==> src/rtl/alu_pipe_if.sv <==
// alu_pipe_if: valid/ready operation and result bus of the EX-stage ALU
interface alu_pipe_if #(
    parameter int WIDTH = 16
);
    logic             in_valid;
    logic             in_ready;
    logic [3:0]       op;
    logic [WIDTH-1:0] first;
    logic [WIDTH-1:0] second;
    logic             out_valid;
    logic             out_ready;
    logic [WIDTH-1:0] result;
    logic             zero_flag;
    logic             carry_flag;
    logic             ovf_flag;
    logic             neg_flag;
    logic             illegal_op;
    modport master (
        output in_valid, op, first, second, out_ready,
        input  in_ready, out_valid, result, zero_flag, carry_flag, ovf_flag, neg_flag, illegal_op
    );
    modport slave (
        input  in_valid, op, first, second, out_ready,
        output in_ready, out_valid, result, zero_flag, carry_flag, ovf_flag, neg_flag, illegal_op
    );
endinterface

==> src/rtl/alu_pipe.sv <==
// alu_pipe: handshaked EX-stage ALU with registered result/flags; ALU_MUL_EN adds opcode 1101 iterative multiply
module alu_pipe #(
    parameter int WIDTH = 16
) (
    input logic       clk,
    input logic       rst_n,
    alu_pipe_if.slave bus
);
    localparam int SHAMT_W = $clog2(WIDTH);
    typedef enum logic [1:0] {IDLE, BUSY, HOLD} state_t;
    state_t state, next_state;
    logic [WIDTH-1:0] res_q, alu_r;
    logic [WIDTH:0] sum, diff;
    logic [SHAMT_W-1:0] shamt;
    logic zero_q, carry_q, ovf_q, neg_q, ill_q;
    logic alu_c, alu_v, alu_ill, accept, is_mul, done;
    assign sum = {1'b0, bus.first} + {1'b0, bus.second};
    assign diff = {1'b0, bus.first} - {1'b0, bus.second};
    assign shamt = bus.second[SHAMT_W-1:0];
    assign bus.in_ready = (state == IDLE) || (state == HOLD && bus.out_ready);
    assign accept = bus.in_valid && bus.in_ready;
    assign bus.out_valid = state == HOLD;
    assign bus.result = res_q;
    assign bus.zero_flag = zero_q;
    assign bus.carry_flag = carry_q;
    assign bus.ovf_flag = ovf_q;
    assign bus.neg_flag = neg_q;
    assign bus.illegal_op = ill_q;
`ifdef ALU_MUL_EN
    logic [SHAMT_W-1:0] cnt;
    logic [WIDTH-1:0] acc, mcand, mplier, addend;
    assign is_mul = bus.op == 4'hd;
    assign done = cnt == SHAMT_W'(WIDTH - 1);
    assign addend = mplier[0] ? mcand : '0;
    // shift-add multiplier: one partial product per BUSY cycle, operands latched at acceptance
    always_ff @(posedge clk or negedge rst_n) begin
        if (!rst_n) begin
            cnt <= '0;
            acc <= '0;
            mcand <= '0;
            mplier <= '0;
        end else if (accept && is_mul) begin
            cnt <= '0;
            acc <= '0;
            mcand <= bus.first;
            mplier <= bus.second;
        end else if (state == BUSY) begin
            cnt <= cnt + 1'b1;
            acc <= acc + addend;
            mcand <= mcand << 1;
            mplier <= mplier >> 1;
        end
    end
`else
    assign is_mul = 1'b0;
    assign done = 1'b0;
`endif
    // single-cycle datapath; 1101 lands in default (illegal) unless the multiplier is built
    always_comb begin
        alu_r = '0;
        alu_c = 1'b0;
        alu_v = 1'b0;
        alu_ill = 1'b0;
        case (bus.op)
            4'h0: begin
                alu_r = sum[WIDTH-1:0];
                alu_c = sum[WIDTH];
                alu_v = (bus.first[WIDTH-1] == bus.second[WIDTH-1]) && (sum[WIDTH-1] != bus.first[WIDTH-1]);
            end
            4'h1: begin
                alu_r = diff[WIDTH-1:0];
                alu_c = diff[WIDTH];
                alu_v = (bus.first[WIDTH-1] != bus.second[WIDTH-1]) && (diff[WIDTH-1] != bus.first[WIDTH-1]);
            end
            4'h2: alu_r = bus.first & bus.second;
            4'h3: alu_r = bus.first | bus.second;
            4'h4: alu_r = ~bus.first;
            4'h5: alu_r = $signed(bus.first) >>> shamt;
            4'h6: alu_r = bus.first << shamt;
            4'h7: alu_r = {{(WIDTH-1){1'b0}}, $signed(bus.first) < $signed(bus.second)};
            4'h8: alu_r = '0;
            4'h9: alu_r = bus.first;
            4'ha: alu_r = {{(WIDTH-1){1'b0}}, bus.first == '0};
            4'hb: alu_r = {{(WIDTH-1){1'b0}}, bus.first != bus.second};
            4'hc: alu_r = bus.second;
`ifdef ALU_MUL_EN
            4'hd: alu_r = '0;
`endif
            default: alu_ill = 1'b1;
        endcase
    end
    // state register
    always_ff @(posedge clk or negedge rst_n) begin
        if (!rst_n) state <= IDLE;
        else state <= next_state;
    end
    // next state: accepted op wins, otherwise drain HOLD or finish BUSY
    always_comb begin
        next_state = state;
        if (accept) next_state = is_mul ? BUSY : HOLD;
        else if (state == HOLD && bus.out_ready) next_state = IDLE;
        else if (state == BUSY && done) next_state = HOLD;
    end
    // output register: loads on single-cycle acceptance or multiply completion, else holds
    always_ff @(posedge clk or negedge rst_n) begin
        if (!rst_n) begin
            res_q <= '0;
            zero_q <= 1'b0;
            carry_q <= 1'b0;
            ovf_q <= 1'b0;
            neg_q <= 1'b0;
            ill_q <= 1'b0;
        end else if (accept && !is_mul) begin
            res_q <= alu_r;
            zero_q <= alu_r == '0;
            carry_q <= alu_c;
            ovf_q <= alu_v;
            neg_q <= alu_r[WIDTH-1];
            ill_q <= alu_ill;
`ifdef ALU_MUL_EN
        end else if (state == BUSY && done) begin
            res_q <= acc + addend;
            zero_q <= (acc + addend) == '0;
            carry_q <= 1'b0;
            ovf_q <= 1'b0;
            neg_q <= (acc[WIDTH-1:0] + addend) >> (WIDTH - 1) != '0;
            ill_q <= 1'b0;
`endif
        end
    end
endmodule

==> src/flat_wrapper.sv <==
// flat-port wrapper written by rule: the top's interface ports become plain ports
module alu_pipe_flat 
#(
    parameter int WIDTH = 16
)
  (clk, rst_n, bus_in_valid, bus_op, bus_first, bus_second, bus_out_ready, bus_in_ready, bus_out_valid, bus_result, bus_zero_flag, bus_carry_flag, bus_ovf_flag, bus_neg_flag, bus_illegal_op);
  alu_pipe_if #(.WIDTH(WIDTH)) bus_i ();
  input logic clk;
  input logic rst_n;
  input wire logic [$bits(bus_i.in_valid)-1:0] bus_in_valid;
  input wire logic [$bits(bus_i.op)-1:0] bus_op;
  input wire logic [$bits(bus_i.first)-1:0] bus_first;
  input wire logic [$bits(bus_i.second)-1:0] bus_second;
  input wire logic [$bits(bus_i.out_ready)-1:0] bus_out_ready;
  output wire logic [$bits(bus_i.in_ready)-1:0] bus_in_ready;
  output wire logic [$bits(bus_i.out_valid)-1:0] bus_out_valid;
  output wire logic [$bits(bus_i.result)-1:0] bus_result;
  output wire logic [$bits(bus_i.zero_flag)-1:0] bus_zero_flag;
  output wire logic [$bits(bus_i.carry_flag)-1:0] bus_carry_flag;
  output wire logic [$bits(bus_i.ovf_flag)-1:0] bus_ovf_flag;
  output wire logic [$bits(bus_i.neg_flag)-1:0] bus_neg_flag;
  output wire logic [$bits(bus_i.illegal_op)-1:0] bus_illegal_op;
  assign bus_i.in_valid = bus_in_valid;
  assign bus_i.op = bus_op;
  assign bus_i.first = bus_first;
  assign bus_i.second = bus_second;
  assign bus_i.out_ready = bus_out_ready;
  assign bus_in_ready = bus_i.in_ready;
  assign bus_out_valid = bus_i.out_valid;
  assign bus_result = bus_i.result;
  assign bus_zero_flag = bus_i.zero_flag;
  assign bus_carry_flag = bus_i.carry_flag;
  assign bus_ovf_flag = bus_i.ovf_flag;
  assign bus_neg_flag = bus_i.neg_flag;
  assign bus_illegal_op = bus_i.illegal_op;
  alu_pipe #(.WIDTH(WIDTH)) u_core (.clk(clk), .rst_n(rst_n), .bus(bus_i));
endmodule
==> config.mk <==
export PLATFORM = sky130hd
export DESIGN_NAME = alu_pipe_flat
export DESIGN_NICKNAME = d
export VERILOG_FILES = /design/src/rtl/alu_pipe_if.sv /design/src/rtl/alu_pipe.sv /design/src/flat_wrapper.sv
export SDC_FILE = /design/constraint.sdc
export NUM_CORES = 1
export LEC_CHECK = 0
export BUFFER_PORTS_ARGS = -buffer_cell sky130_fd_sc_hd__buf_2
export CAP_MARGIN = 20
export CORE_MARGIN = 2
export CORE_UTILIZATION = 45
export DETAILED_ROUTE_END_ITERATION = 10
export PLACE_DENSITY = 0.7
export REMOVE_ABC_BUFFERS = 1
export SETUP_SLACK_MARGIN = 0.3
export SLEW_MARGIN = 20
export SYNTH_ARGS = -nofsm -noshare
export SYNTH_HDL_FRONTEND = slang
export SYNTH_SLANG_ARGS = --single-unit
==> constraint.sdc <==
create_clock -name clk -period 2.7 [get_ports clk]
set_input_delay 0.135 -clock clk [delete_from_list [all_inputs] [get_ports clk]]
set_output_delay 0.135 -clock clk [all_outputs]
set_load 0.01 [all_outputs]
Yosys cells after proc, flatten, opt, wreduce, memory -nomap -nowiden
Index checks and enable logic that the tools add are counted.
{"block": "word_totals", "reg_bits": 23, "in_bits": 40, "output_inout_bits": 23, "word_cells": 50}
{"block": "classes", "n_addsub": 2, "n_lt_le_gt_ge": 1, "eq_ne": 18, "shift": 2, "muxes": 6, "bitwise": 3, "n_reduce_logical": 11}
{"operator": "$pmux W16 S12", "count": 1}
{"operator": "$logic_not A16 Y1", "count": 2}
{"operator": "$eq A4 B4 Y1 const B", "count": 5}
{"operator": "$add A16 B16 Y17", "count": 1}
{"operator": "$sub A16 B16 Y17", "count": 1}
{"operator": "$and A16 B16 Y16", "count": 1}
{"operator": "$eq A4 B3 Y1 const B", "count": 4}
{"operator": "$lt A16 B16 Y1", "count": 1}
{"operator": "$ne A16 B16 Y1", "count": 1}
{"operator": "$not A16 Y16", "count": 1}
{"operator": "$or A16 B16 Y16", "count": 1}
{"operator": "$shl A16 B4 Y16", "count": 1}
{"operator": "$sshr A16 B4 Y16", "count": 1}
{"operator": "$reduce_or A13 Y1", "count": 1}
{"operator": "$eq A4 B2 Y1 const B", "count": 2}
{"operator": "$eq A4 B1 Y1 const B", "count": 1}
{"operator": "$logic_and A1 B1 Y1", "count": 4}
{"operator": "$logic_not A4 Y1", "count": 1}
{"operator": "$mux W2", "count": 2}
{"operator": "$pmux W1 S2", "count": 2}
{"operator": "$ne A1 B1 Y1", "count": 3}
{"operator": "$eq A2 B2 Y1 const B", "count": 1}
{"operator": "$logic_not A2 Y1", "count": 1}
{"operator": "$reduce_bool A2 Y1", "count": 1}
{"operator": "other kinds (3)", "count": 3}

Logic depth before layout (Yosys ltp)
{"block": "logic_depth", "depth_word": 5, "mapped_depth": 14, "mapped_depth_nobuf": 12}

Least setup slack after synthesis
Ideal clock, no wire load.
{"block": "synth_path", "path_kind": "in2reg", "startpoint": "input port bus_second[3]", "endpoint": "register u_core.zero_q (netlist: u_core.bus.zero_flag)", "setup_time_ns": 0.104, "arrival_ns": 3.405, "t_required_ns": 2.596, "path_slack_ns": -0.809, "path_stages": 14, "path_buffers": 3, "path_cell_list": "clkbuf_8 inv_1 clkbuf_1 ha_1 buf_6 a21oi_2 a21oi_1 o31ai_1 or2b_1 a221o_1 a2111oi_4 nand2_1 or4_1 o41ai_2"}
{"block": "synth_via", "elab_chain_cells": 3}
{"item": "start, declared", "line_no": "flat_wrapper.sv:13", "rtl": "input wire logic [$bits(bus_i.second)-1:0] bus_second;"}
{"item": "$sub A16 B16 Y17 (tied with other cells)", "line_no": "alu_pipe.sv:18", "rtl": "assign diff = {1'b0, bus.first} - {1'b0, bus.second};"}
{"item": "$pmux W16 S12 *", "line_no": "alu_pipe.sv:64", "rtl": "case (bus.op)"}
{"item": "$logic_not A16 Y1 *", "line_no": "alu_pipe.sv:115", "rtl": "zero_q <= alu_r == '0;"}
{"item": "end signal, assigned", "line_no": "alu_pipe.sv:108", "rtl": "zero_q <= 1'b0;"}
{"item": "end signal, assigned", "line_no": "alu_pipe.sv:115"}
{"item": "end, declared", "line_no": "alu_pipe.sv:15", "rtl": "logic zero_q, carry_q, ovf_q, neg_q, ill_q;"}
Every way passes the cells marked *; elsewhere a longest branch is shown, timed or not.
A chain may end at the register's enable or synchronous reset.

Worst setup path after layout
{"block": "layout_path", "startpoint": "input port bus_first[0]", "endpoint": "register u_core.zero_q (netlist: u_core.bus.zero_flag)"}
{"block": "layout_via", "elab_chain_cells": 3}
{"item": "start, declared", "line_no": "flat_wrapper.sv:12", "rtl": "input wire logic [$bits(bus_i.first)-1:0] bus_first;"}
{"item": "$sub A16 B16 Y17 (tied with other cells)", "line_no": "alu_pipe.sv:18"}
{"item": "$pmux W16 S12 *", "line_no": "alu_pipe.sv:64"}
{"item": "$logic_not A16 Y1 *", "line_no": "alu_pipe.sv:115"}
Marks and branches as above.

==> results by group <==
Outcome
  – Outcome: finished with violations
  – Failing checks: setup timing

Synthesis
  – Area leader, netlist: ha_1
  – Post-synthesis sequential area ratio: 9.31%
  – Number of flops mapped to enable cells by yosys: 0
  – Mapped cell area: 5650 um^2
  – Synth top area cells: ha_1 (11%), dfrtp_1 (9.3%), mux4_2 (8.4%)
  – Cell variety after synth: 92
  – Top cell type's share of synthesized area: 11.3%
  – Post-synthesis async set-or-reset flop share: 100%
  – Yosys warnings: 0
  – Avg Inst Size Synth: 7.62 um^2
  – Primary FF master, synth: dfrtp_1
  – Number of synthesized register bits: 21
  – Post-Synthesis Cells: 741

STA
  – TNS Setup: -614 ps
  – Setup violators final: 3
  – Period utilization: 114%
  – Max frequency: 325 MHz
  – Worst rel slew slack: 49.7%
  – Slew Limit Fails: 0
  – Worst Setup Slack, final: -375 ps
  – Least-Margin Pin Slew: 736 ps
  – Final hold vios: 0
  – Final clock skew: 5.60 ps
  – Unrepaired setup endpoints after global routing: yes
  – Final min period: 3070 ps

Power and ir drop
  – NetSw: 1.10 mW
  – Switching share of power: 43.4%
  – Clock share of power: 13.5%
  – Max VDD drop: 0.000262 V
  – Combinational share of power: 70.8%
  – Cell Pwr Density: 287 nW/um^2
  – Internal: 1.43 mW
  – Lkg Pwr: 4.03 nW
  – Part of the power in registers: 15.7%

Hold path
  – Hold Path Class: in -> reg

Critical path
  – Crit Path Category: in -> reg
  – Critical path fanouts, max: 3
  – CP arrival: 3230 ps
  – Crit start category: input pin
  – Critical Path Max Stage Delay: 490 ps
  – CP top delay family: compound AO/OA/AOI/OAI gates
  – CP dominant cell by count: o31a_1
  – Buf/Inv on CP: 2
  – CP max-delay cell: or4_1
  – Critical Path End Type: flip-flop
  – Cells along the critical path: buf_8 > inv_4 > ha_4 > fa_2 > o21bai_4 > a21oi_4 > o31a_1 > o31a_1 > a221o_1 > a2111oi_4 > nand2_1 > or4_1 > o41ai_2
  – Crit path required time: 2860 ps

Die
  – Top-Level Pins: 63
  – Die area: 13500 um^2
  – Die width: 116 um
  – Row cnt: 40
  – Initial Util: 46.6%
  – Core outline area: 12100 um^2
  – Die height: 116 um

Clock network
  – CTS tree: yes
  – Worst skew pair latency: 260 ps
  – TritonCTS buffer count: 3
  – H-tree levels: 1
  – Clk pin slew, worst setup/hold paths: 70 ps
  – Root buffer cell: clkbuf_16
  – Clock tree buffer depth: 2
  – Clock Sinks: 21

Place
  – GPL Wtd Cong: 1.07
  – Final HPWL from detailed placement: 21000 um
  – Placed cell areas: 7730 um^2
  – Port bufs: 62

Detailed routing
  – Routed Antenna Nets: 0
  – WL/cell: 22.7 um
  – Via count: 7575
  – Vias per cell: 6.35
  – # DRC: 0
  – DRT Wirelength: 27100 um
  – Pre-antenna DRT Iters: 5
  – DRT iter0 DRCs: 958

Layout
  – Synth-to-Final Area Change: 56.6%
  – Nets@finish: 1119
  – Ant diodes: 0
  – Fraction of layout cells with a size suffix above 1: 48.6%
  – Design Area, Final: 8840 um^2

GRT
  – Vias in the first global route: 7229
  – Initial antenna violation count: 0
  – GRT overflow: 0
  – Pin count of the biggest net entering global routing: 35
  – GRT Util Overall: 39.0%
  – First-pass GRT wire length: 39700 um

Run
  – Max cap viols: 0
power groups by stage:
| stage | combinational (mW) | clock, mW | sequential [mW] |
|---|---|---|---|
| 6_report | 1.79 | 0.343 | 0.397 |
| 5_1_grt | 1.89 | 0.359 | 0.404 |
| 4_1_cts | 1.67 | 0.345 | 0.397 |
| 3_5_place_dp | 1.47 | 0 | 0.404 |
| 3_3_place_gp | 1.45 | 0 | 0.399 |
| 2_1_floorplan | 0.627 | 0 | 0.431 |
registers in the layout, summed over array words and instances, names as in the netlist:
name / count
u_core.bus.neg_flag: 1
u_core.bus.carry_flag: 1
u_core.bus.illegal_op: 1
u_core.bus.zero_flag: 1
u_core.bus.ovf_flag: 1
u_core.state: 1
u_core.bus.result: 15
final cells by class:
| class | count | area (um^2) |
|---|---|---|
| clock buffers | 3 | 75.1 |
| clock inverters | 1 | 5.00 |
| fillers | 941 | 3270 |
| inverters | 61 | 256 |
| multi-input cells | 585 | 5060 |
| flip-flops and latches | 21 | 526 |
| well taps | 168 | 210 |
| repair buffers | 354 | 2710 |
layout by cell type, fill, tap and decap left out, drive strengths merged, types with 4 or more instances in the layout:
cell and instances:
o22ai 5, or4 4, o21bai 6, o2111ai 5
buf 353, nor3b 5, mux2 11, o21ai 45
nand2 57, and2 4, a22oi 9, nor2b 9
nor2 67, mux4 21, a221oi 9, a31oi 14
o31ai 7, nand2b 10, a221o 5, a21o 4
a211oi 18, o221ai 7, dfrtp 21, a2111oi 7
a21oi 51, o211ai 9, nand3 12, nor3 18
ha 51, nor4 8, inv 61, or3 7
mux2i 30, nand4 10
timing repair:
item / 4_1_cts / 5_1_grt
buffers inserted: 26 / 7
pin swaps: 37 / 22
endpoints found under the hold margin: 21 / 0
hold buffers: 1 / 0
resized for setup: 140 / 43
endpoints found under the setup margin: 14 / 11
synthesized netlist by cell type, drive strengths merged, types with 8 or more instances:
| master | instances |
|---|---|
| a21oi | 51 |
| nand4 | 10 |
| nor4 | 8 |
| ha | 51 |
| nor3 | 18 |
| nor2b | 9 |
| a221oi | 9 |
| o211ai | 9 |
| mux4 | 21 |
| nor2 | 67 |
| inv | 61 |
| nand2b | 10 |
| dfrtp | 21 |
| a22oi | 9 |
| buf | 30 |
| mux2 | 11 |
| nand2 | 57 |
| o21ai | 45 |
| a211oi | 18 |
| clkbuf | 44 |
| nand3 | 12 |
| a31oi | 14 |
| mux2i | 30 |
cell families (layout without fill, tap and decap cells):
group	after synthesis	count (layout)	share of synthesized area, %
DFF	21	21	9.31
and+or+nand+nor	234	234	21.2
buffers and inverters	135	419	11.3
adders and majority gates	53	53	12.0
xor gates and xnor gates	4	4	0.621
AOI/OAI and AO/OA	232	232	29.6
muxes	62	62	15.9
stage by stage:
step | setup slack, ps | std cells | power (mW) | util (%) | hold slack, ps
floorplan | -495 | 667 | 1.06 | - | -161
global placement | -718 | 1155 | 1.85 | 63.8 | 120
detailed placement | -826 | 1155 | 1.87 | 63.8 | 143
CTS | -351 | 1186 | 2.41 | 71.0 | 142
global route | -442 | 1193 | 2.65 | 73.0 | 182
finish | -375 | 1193 | 2.53 | 73.0 | 143
final timing paths:
check / from / end / slack [ps] / cells after the start
worst max-delay path: bus_first[0] / u_core.bus.zero_flag / -370 / 13
worst min-delay path: bus_in_valid / u_core.state[1] / 140 / 2
worst min register to register: u_core.bus.ovf_flag / u_core.bus.ovf_flag / 480 / 2
max in group asynchronous: rst_n / u_core.bus.zero_flag / 1960 / 2
min in group asynchronous: rst_n / u_core.bus.result[10] / 390 / 2
worst max register to register: u_core.state[1] / u_core.bus.zero_flag / 40 / 9
routing by layer:
metal | global-route usage (%) | share of wire [%] | up-vias
met5 | 0 | 0 | -
met4 | 23.4 | 7.1 | 0
met3 | 7.43 | 9.9 | 129
met1 | 46.7 | 37 | 3551
met2 | 64.8 | 46 | 560
li1 | - | - | 3335
Power figures use the tool's default switching activity.
